<file path="config.mk">
export PLATFORM = sky130hd
export DESIGN_NAME = fetch_stage
export DESIGN_NICKNAME = d
export VERILOG_FILES = /design/src/rtl/fetch_stage.sv
export SDC_FILE = /design/constraint.sdc
export NUM_CORES = 1
export LEC_CHECK = 0
export ABC_AREA = 0
export BUFFER_PORTS_ARGS = -buffer_cell sky130_fd_sc_hd__buf_2
export CORE_AREA = 2 2 162 164
export CTS_CLUSTER_SIZE = 25
export DETAILED_ROUTE_END_ITERATION = 8
export DIE_AREA = 0 0 164 166
export PLACE_DENSITY = 0.61
export SYNTH_ARGS = -nofsm -noshare
export SYNTH_HDL_FRONTEND = slang
export SYNTH_SLANG_ARGS = --single-unit
</file>
<file path="constraint.sdc">
create_clock -name clock -period 2.5 [get_ports clock]
set_input_delay 0.375 -clock clock [delete_from_list [all_inputs] [get_ports clock]]
set_output_delay 0.375 -clock clock [all_outputs]
set_load 0.02 [all_outputs]
</file>
<file path="src/rtl/fetch_stage.sv">
// ----------------------------------------------------------------------------
// fetch_stage
//
// Instruction fetch stage plus IF/ID pipeline register feeding the `control`
// decoder. Holds the PC, runs a req/ack handshake with instruction memory,
// keeps one overflow word in a hold buffer while decode is stalled, and
// handles branch redirects from execute.
//
// Optional feature macro: FETCH_DELAY_SLOT_EN
//   defined   -> a valid IF/ID entry survives a branch (MIPS delay slot)
//   undefined -> a branch clears the IF/ID entry
//
// Parameters:
//   RESET_PC       PC value after reset
//
// Ports:
//   clock          rising-edge clock
//   reset          synchronous, active-high reset
//   imem_req       fetch request to instruction memory (high only in WAIT)
//   imem_addr      address being fetched (always equals the PC)
//   imem_ack       memory returns data this cycle (honoured only with imem_req)
//   imem_rdata     instruction word returned by memory
//   stall          decode cannot accept; IF/ID must hold
//   branch_taken   one-cycle redirect pulse from execute
//   branch_target  redirect address, sampled with branch_taken
//   inst_valid     IF/ID holds a valid instruction
//   inst_pc        address of the instruction in IF/ID
//   instruction    registered instruction word
//   inst_1         opcode field instruction[31:26]
//   inst_2         funct field instruction[5:0]
// ----------------------------------------------------------------------------
module fetch_stage #(
  parameter logic [31:0] RESET_PC = 32'h0000_0000
) (
  input  logic        clock,
  input  logic        reset,
  output logic        imem_req,
  output logic [31:0] imem_addr,
  input  logic        imem_ack,
  input  logic [31:0] imem_rdata,
  input  logic        stall,
  input  logic        branch_taken,
  input  logic [31:0] branch_target,
  output logic        inst_valid,
  output logic [31:0] inst_pc,
  output logic [31:0] instruction,
  output logic [5:0]  inst_1,
  output logic [5:0]  inst_2
);

  typedef enum logic [1:0] {
    IDLE = 2'd0,
    WAIT = 2'd1,
    HOLD = 2'd2
  } state_t;

  // Current state
  state_t      state;
  logic [31:0] pc;
  logic [31:0] hold_word;
  logic [31:0] hold_pc;
  logic        redirect_pending;
  logic [31:0] redirect_pc;

  // Next state
  state_t      state_nxt;
  logic [31:0] pc_nxt;
  logic [31:0] hold_word_nxt;
  logic [31:0] hold_pc_nxt;
  logic        redirect_pending_nxt;
  logic [31:0] redirect_pc_nxt;
  logic        inst_valid_nxt;
  logic [31:0] inst_pc_nxt;
  logic [31:0] instruction_nxt;

  logic ack;
  logic consume;
  logic slot_free;

  // The request is purely a function of state, so a late ack arriving while
  // imem_req is low (IDLE, HOLD, or just after reset) is ignored.
  assign imem_req  = (state == WAIT);
  assign imem_addr = pc;
  assign inst_1    = instruction[31:26];
  assign inst_2    = instruction[5:0];

  assign ack       = imem_req && imem_ack;
  assign consume   = inst_valid && !stall;
  assign slot_free = !inst_valid || consume;

  always_comb begin
    // NOTE: every variable gets a default before any branch so that no path
    // leaves it unassigned, which would otherwise infer a latch.
    state_nxt            = state;
    pc_nxt               = pc;
    hold_word_nxt        = hold_word;
    hold_pc_nxt          = hold_pc;
    redirect_pending_nxt = redirect_pending;
    redirect_pc_nxt      = redirect_pc;
    inst_valid_nxt       = consume ? 1'b0 : inst_valid;
    inst_pc_nxt          = inst_pc;
    instruction_nxt      = instruction;

    unique case (state)
      IDLE: begin
        state_nxt = WAIT;
        if (branch_taken) begin
          pc_nxt               = branch_target;
          redirect_pending_nxt = 1'b0;
        end
      end

      WAIT: begin
        if (branch_taken) begin
          if (ack) begin
            // Word returned for the old path is dropped; refetch at target.
            pc_nxt               = branch_target;
            redirect_pending_nxt = 1'b0;
          end else begin
            // The request in flight must complete at its current address,
            // so remember the target and redirect once the ack arrives.
            redirect_pc_nxt      = branch_target;
            redirect_pending_nxt = 1'b1;
          end
        end else if (ack) begin
          if (redirect_pending) begin
            pc_nxt               = redirect_pc;
            redirect_pending_nxt = 1'b0;
          end else if (slot_free) begin
            instruction_nxt = imem_rdata;
            inst_pc_nxt     = pc;
            inst_valid_nxt  = 1'b1;
            pc_nxt          = pc + 32'd4;
          end else begin
            // IF/ID is occupied and stalled: park the word until decode frees.
            hold_word_nxt = imem_rdata;
            hold_pc_nxt   = pc;
            pc_nxt        = pc + 32'd4;
            state_nxt     = HOLD;
          end
        end
      end

      HOLD: begin
        if (branch_taken) begin
          pc_nxt               = branch_target;
          redirect_pending_nxt = 1'b0;
          state_nxt            = WAIT;
        end else if (!stall) begin
          instruction_nxt = hold_word;
          inst_pc_nxt     = hold_pc;
          inst_valid_nxt  = 1'b1;
          state_nxt       = WAIT;
        end
      end

      default: begin
        state_nxt = IDLE;
      end
    endcase

    if (branch_taken) begin
`ifdef FETCH_DELAY_SLOT_EN
      // Delay slot: an entry not yet consumed stays visible to decode.
      inst_valid_nxt = inst_valid && !consume;
`else
      inst_valid_nxt = 1'b0;
`endif
    end
  end

  always_ff @(posedge clock) begin
    // NOTE: state registers use non-blocking assignments so every flop
    // samples the values from before this edge, independent of ordering.
    if (reset) begin
      state            <= IDLE;
      pc               <= RESET_PC;
      hold_word        <= '0;
      hold_pc          <= '0;
      redirect_pending <= 1'b0;
      redirect_pc      <= '0;
      inst_valid       <= 1'b0;
      inst_pc          <= '0;
      instruction      <= '0;
    end else begin
      state            <= state_nxt;
      pc               <= pc_nxt;
      hold_word        <= hold_word_nxt;
      hold_pc          <= hold_pc_nxt;
      redirect_pending <= redirect_pending_nxt;
      redirect_pc      <= redirect_pc_nxt;
      inst_valid       <= inst_valid_nxt;
      inst_pc          <= inst_pc_nxt;
      instruction      <= instruction_nxt;
    end
  end

endmodule

</file>
# Word level (Yosys, flattened, before mapping)
# Index checks and enable logic that the tools add are counted.
# W data, S select, Z words.
[word_totals] ff_bits=196 output_inout_bits=110 elab_cells=80
[op_classes] add_sub_neg=1 eq_ne=12 n_mux=38 bitwise_logic=4 n_reduce_logical=16
[ops] operator="$mux W32" n=17
[ops] operator="$pmux W32 S2" n=3
[ops] operator="$add A32 B3 Y32 const B" n=1
[ops] operator="$mux W2" n=6
[ops] operator="$ne A2 B2 Y1 const B" n=5
[ops] operator="$reduce_and A5 Y1" n=2
[ops] operator="$mux W1" n=9
[ops] operator="$reduce_and A3 Y1" n=3
[ops] operator="$reduce_and A7 Y1" n=1
[ops] operator="$ne A2 B1 Y1 const B" n=3
[ops] operator="$pmux W2 S3" n=1
[ops] operator="$not A1 Y1" n=4
[ops] operator="$pmux W1 S2" n=2
[ops] operator="$reduce_bool A2 Y1" n=2
[ops] operator="$reduce_or A2 Y1" n=2
[ops] operator="$ne A3 B1 Y1 const B" n=1
[ops] operator="$ne A3 B3 Y1 const B" n=1
[ops] operator="$eq A2 B1 Y1 const B" n=1
[ops] operator="$eq A2 B2 Y1 const B" n=1
[ops] operator="$logic_and A1 B1 Y1" n=2
[ops] operator="$logic_not A1 Y1" n=2
[ops] operator="$logic_not A2 Y1" n=1
[ops] operator="$logic_or A1 B1 Y1" n=1

# Depth between registers and ports, before layout
[logic_depth] depth_word=8 ltp_mapped=11 ltp_nobuf=7

# Worst setup path before layout
# Ideal clock, no wire load.
[synth_path] path_type="reg2reg" from="reg state[0]" to="reg pc[6], in the netlist imem_addr[6]" arrival_time_ns=2.057 required_ns=2.405 setup_slack_ns=0.348 path_stages_with_launch=9 period_less_slack_ns=2.152 cell_sequence="dfxtp_1 -> ha_1 -> buf_2 -> nor2b_1 -> a21o_1 -> clkbuf_1 -> clkbuf_1 -> a21oi_1 -> a221oi_1"
[synth_via] elab_chain_cells=4
[synth_rtl] item="start: declaration" line="58" text="state_t state;"
[synth_rtl] item="start signal: assignment" line="186" text="state <= state_nxt;"
[synth_rtl] item="$eq A2 B1 Y1 *" line="82" text="assign imem_req = (state == WAIT);"
[synth_rtl] item="named net imem_req" line="37" text="output logic imem_req,"
[synth_rtl] item="$logic_and A1 B1 Y1" line="87" text="assign ack = imem_req && imem_ack;"
[synth_rtl] item="$ne A2 B1 Y1 (no source line)"
[synth_rtl] item="$reduce_and A3 Y1 (no source line)"
[synth_rtl] item="end signal: assignment" line="187" text="pc <= pc_nxt;"
[synth_rtl] item="end: declaration" line="59" text="logic [31:0] pc;"
# The timed path passes the listed nets; every way through them passes the cells marked *.
# A chain may end at the register's enable or synchronous reset.

# Final worst setup path
[layout_path] from="reg pc[10], in the netlist imem_addr[10]" to="reg pc[25], in the netlist imem_addr[25]"
[layout_via] elab_chain_cells=5
[layout_rtl] item="$add A32 B3 Y32" line="133, 138"
[layout_rtl] item="$mux W32" line="126" text="if (redirect_pending) begin"
[layout_rtl] item="$mux W32" line="125" text="end else if (ack) begin"
[layout_rtl] item="$mux W32" line="114" text="if (branch_taken) begin"
[layout_rtl] item="$pmux W32 S2" line="104" text="unique case (state)"
# No other way between the ends. The select of a mux whose other input is x is not followed.

==> flow_summary.json <==
{
  "ys_warn_count": 0,
  "finalPower_mw": 8.04,
  "port_buffers": 178,
  "yosys.area.top_type": "dfxtp_1",
  "hold_slack_ns": 0.178,
  "avgSynthCellArea_um2": 8.06,
  "nFillCells": 2636,
  "dieArea_mm2": 0.0272,
  "critPathBufInv": 0,
  "period_share": 0.905,
  "ys_seq_area_frac": 0.445,
  "track_usage": 0.186,
  "rrSetupSlack_ns": 0.24,
  "synth_edf_count": 0,
  "fp.dieH_um": 166,
  "antenna_found_initial": 1,
  "drv_cap": 0,
  "ys.flop_type": "dfxtp_1",
  "finalCriticalPeriod_ns": 2.26,
  "synth.most_common_cell": "nand2_1",
  "clock_skew_ns": 0.0184,
  "final-setup-viol-count": 0,
  "h-tree-depth": 4,
  "hold_class": "in -> reg",
  "synthesis.area_mm2": 0.00881,
  "drt_iter0_drc": 640,
  "cpMostUsedCell": "and4_1",
  "ys_types": 57,
  "grt_pass1_vias": 7382,
  "rows": 59,
  "cts.sinks": 196,
  "status": "finished, final reports clean",
  "syn_inst": 1093,
  "vdd_drop_max_v": 0.000334,
  "syn_nets": 1167,
  "ant_nets": 0,
  "cts_tree": "yes",
  "max_slew_margin": 0.422,
  "design.core.area_mm2": 0.0256,
  "maxSlewViolCount": 0,
  "async_flop_share": 0,
  "fp.dieW_um": 164,
  "cp_cell_sequence": "and4_1, and4_1, nand2_1, o41ai_1, nor3_1",
  "insertion_delay_ns": 0.44,
  "drcViolationCount": 0,
  "required_ns": 2.80,
  "crit_type": "reg -> reg",
  "fin_ws_ns": 0.239,
  "dp_cells": 1538,
  "cts_setup_buffers": 0,
  "gp_congestion": 0.869,
  "firstDrtPassIters": 7,
  "grt.overflow.total": 0,
  "synth_top_area_frac": 0.445,
  "end_kind": "flop",
  "hpwl_um": 16800,
  "stdcell_count": 1571,
  "nets": 1296,
  "dp_slack_ns": 0.206,
  "max_stage_delay_ns": 0.54,
  "synth_area_leaders": "dfxtp_1 45%, nand2_1 11%, a21oi_1 7.7%",
  "dr_total_vias": 8089,
  "setup_tns_ns": 0,
  "worst-slew-pin-transition_ns": 0.867,
  "hold_viol": 0,
  "grt_pass1_wl_um": 40600,
  "start_util": 0.344,
  "synth-seq-cells": 196,
  "routedWlPerCell_um": 16.2,
  "arrival_ns": 2.56,
  "drive_gt1_frac": 0.210,
  "path_clk_slew_ns": 0.08,
  "crit_fanout": 7,
  "viasPerCell": 5.15,
  "crit_slowest_cell": "o41ai_1",
  "cts-root-buf": "clkbuf_16",
  "leakagePower_nw": 3.95,
  "wl_um": 25400,
  "syn2layout_area_growth_pct": 20.6,
  "grt_max_degree": 183,
  "synth_common_cells": "249 x nand2_1, 196 x dfxtp_1, 136 x a21oi_1",
  "cts_inserted_buffers": 17,
  "pin_count": 179,
  "powerDensity_mw_per_mm2": 756,
  "critical_path.top_delay_family": "simple AND/OR/NAND/NOR gates",
  "cp-start-kind": "flop",
  "clockBufferDepth": 2,
  "fmax_mhz": 442,
  "rsz0062_at_grt": "false"
}
stage by stage:
stage | cell area (um2) | utilization
after global routing | 10600 | 0.415
after global placement | 10000 | 0.391
after CTS | 10600 | 0.414
after detailed placement | 10000 | 0.391
after floorplan | 8810 | -
final | 10600 | 0.415
routing by layer:
| metal | wire (um) | part of all wire | GRT usage |
|---|---|---|---|
| met2 | 11500 | 0.45 | 0.291 |
| met4 | 433 | 0.017 | 0.0599 |
| met5 | 0 | 0 | 0 |
| met3 | 1560 | 0.061 | 0.0370 |
| met1 | 11900 | 0.47 | 0.258 |
final cells by class:
type	instances	area, um2	share of cell area
multi-input combinational	779	4390	0.414
sequential	196	3920	0.369
timing repair buffer	217	1250	0.118
clock buffer	20	457	0.0430
tap	335	419	0.0394
clock inverter	12	135	0.0127
inverter	11	41.3	0.00389
antenna	1	2.50	0.000236
kinds of logic (layout without fill, tap and decap cells):
kind of cell	count (synthesis)	after routing	synth area share
buffers and inverters	118	260	0.0599
DFF	196	196	0.445
muxes	66	66	0.0750
other	0	1	0
AOI/OAI and AO/OA	291	291	0.205
and+or+nand+nor	406	406	0.197
xor gates and xnor gates	11	11	0.0109
adders and majority gates	5	5	0.00710
tightest hold or removal path, stage by stage:
cell,delay [ns]
buf_2,0.10
nand2_1,0.05
a21oi_1,0.05
state kept, by name (all words and copies together) (netlist names):
register          flops
instruction          32
redirect_pending      1
hold_word            32
inst_valid            1
hold_pc              32
inst_pc              32
redirect_pc          32
imem_addr            32
state                 2
final timing paths:
path	startpoint	endpoint	cells past startpoint
hold reg to reg	redirect_pc[22]$_SDFFE_PP0P_	redirect_pc[22]$_SDFFE_PP0P_	2
setup reg to reg	imem_addr[10]$_SDFFE_PP0P_	imem_addr[25]$_SDFFE_PP0P_	5
setup / recovery	imem_addr[10]$_SDFFE_PP0P_	imem_addr[25]$_SDFFE_PP0P_	5
hold / removal	imem_rdata[0]	hold_word[0]$_SDFFE_PP0P_	3
placed cells by master (no fill, tap or decap), types with 3 or more instances in the layout:
cell and n:
a31oi_1 12, xor2_1 5, nand2b_1 6, a21o_1 8, clkbuf_16 17, nor2b_1 3
clkinv_4 4, o21a_1 3, and4_1 6, nor3_1 8, inv_1 10, a21oi_1 135
inv_8 4, dfxtp_1 196, buf_2 177, mux2i_1 66, buf_4 34, o31a_1 4
or4_1 3, or3_1 4, nand3_1 19, a211o_1 3, o211ai_1 9, nand4_1 9
ha_1 4, o32ai_1 3, a211oi_1 70, o21ai_0 24, xnor2_1 6, nor2_1 79
buf_12 5, nor4_1 3, nand2_1 248, and3_1 5
report_power, final:
part | switching [mW] | internal, mW
Combinational | 1.10 | 0.607
Clock | 1.31 | 1.47
Sequential | 0.194 | 3.36
repair_timing:
item | 4_1_cts | 5_1_grt
setup endpoints to repair | 0 | 1
hold buffers | 0 | 0
gates resized for setup | 0 | 1
Note: power is estimated with default switching activity, not from simulation.
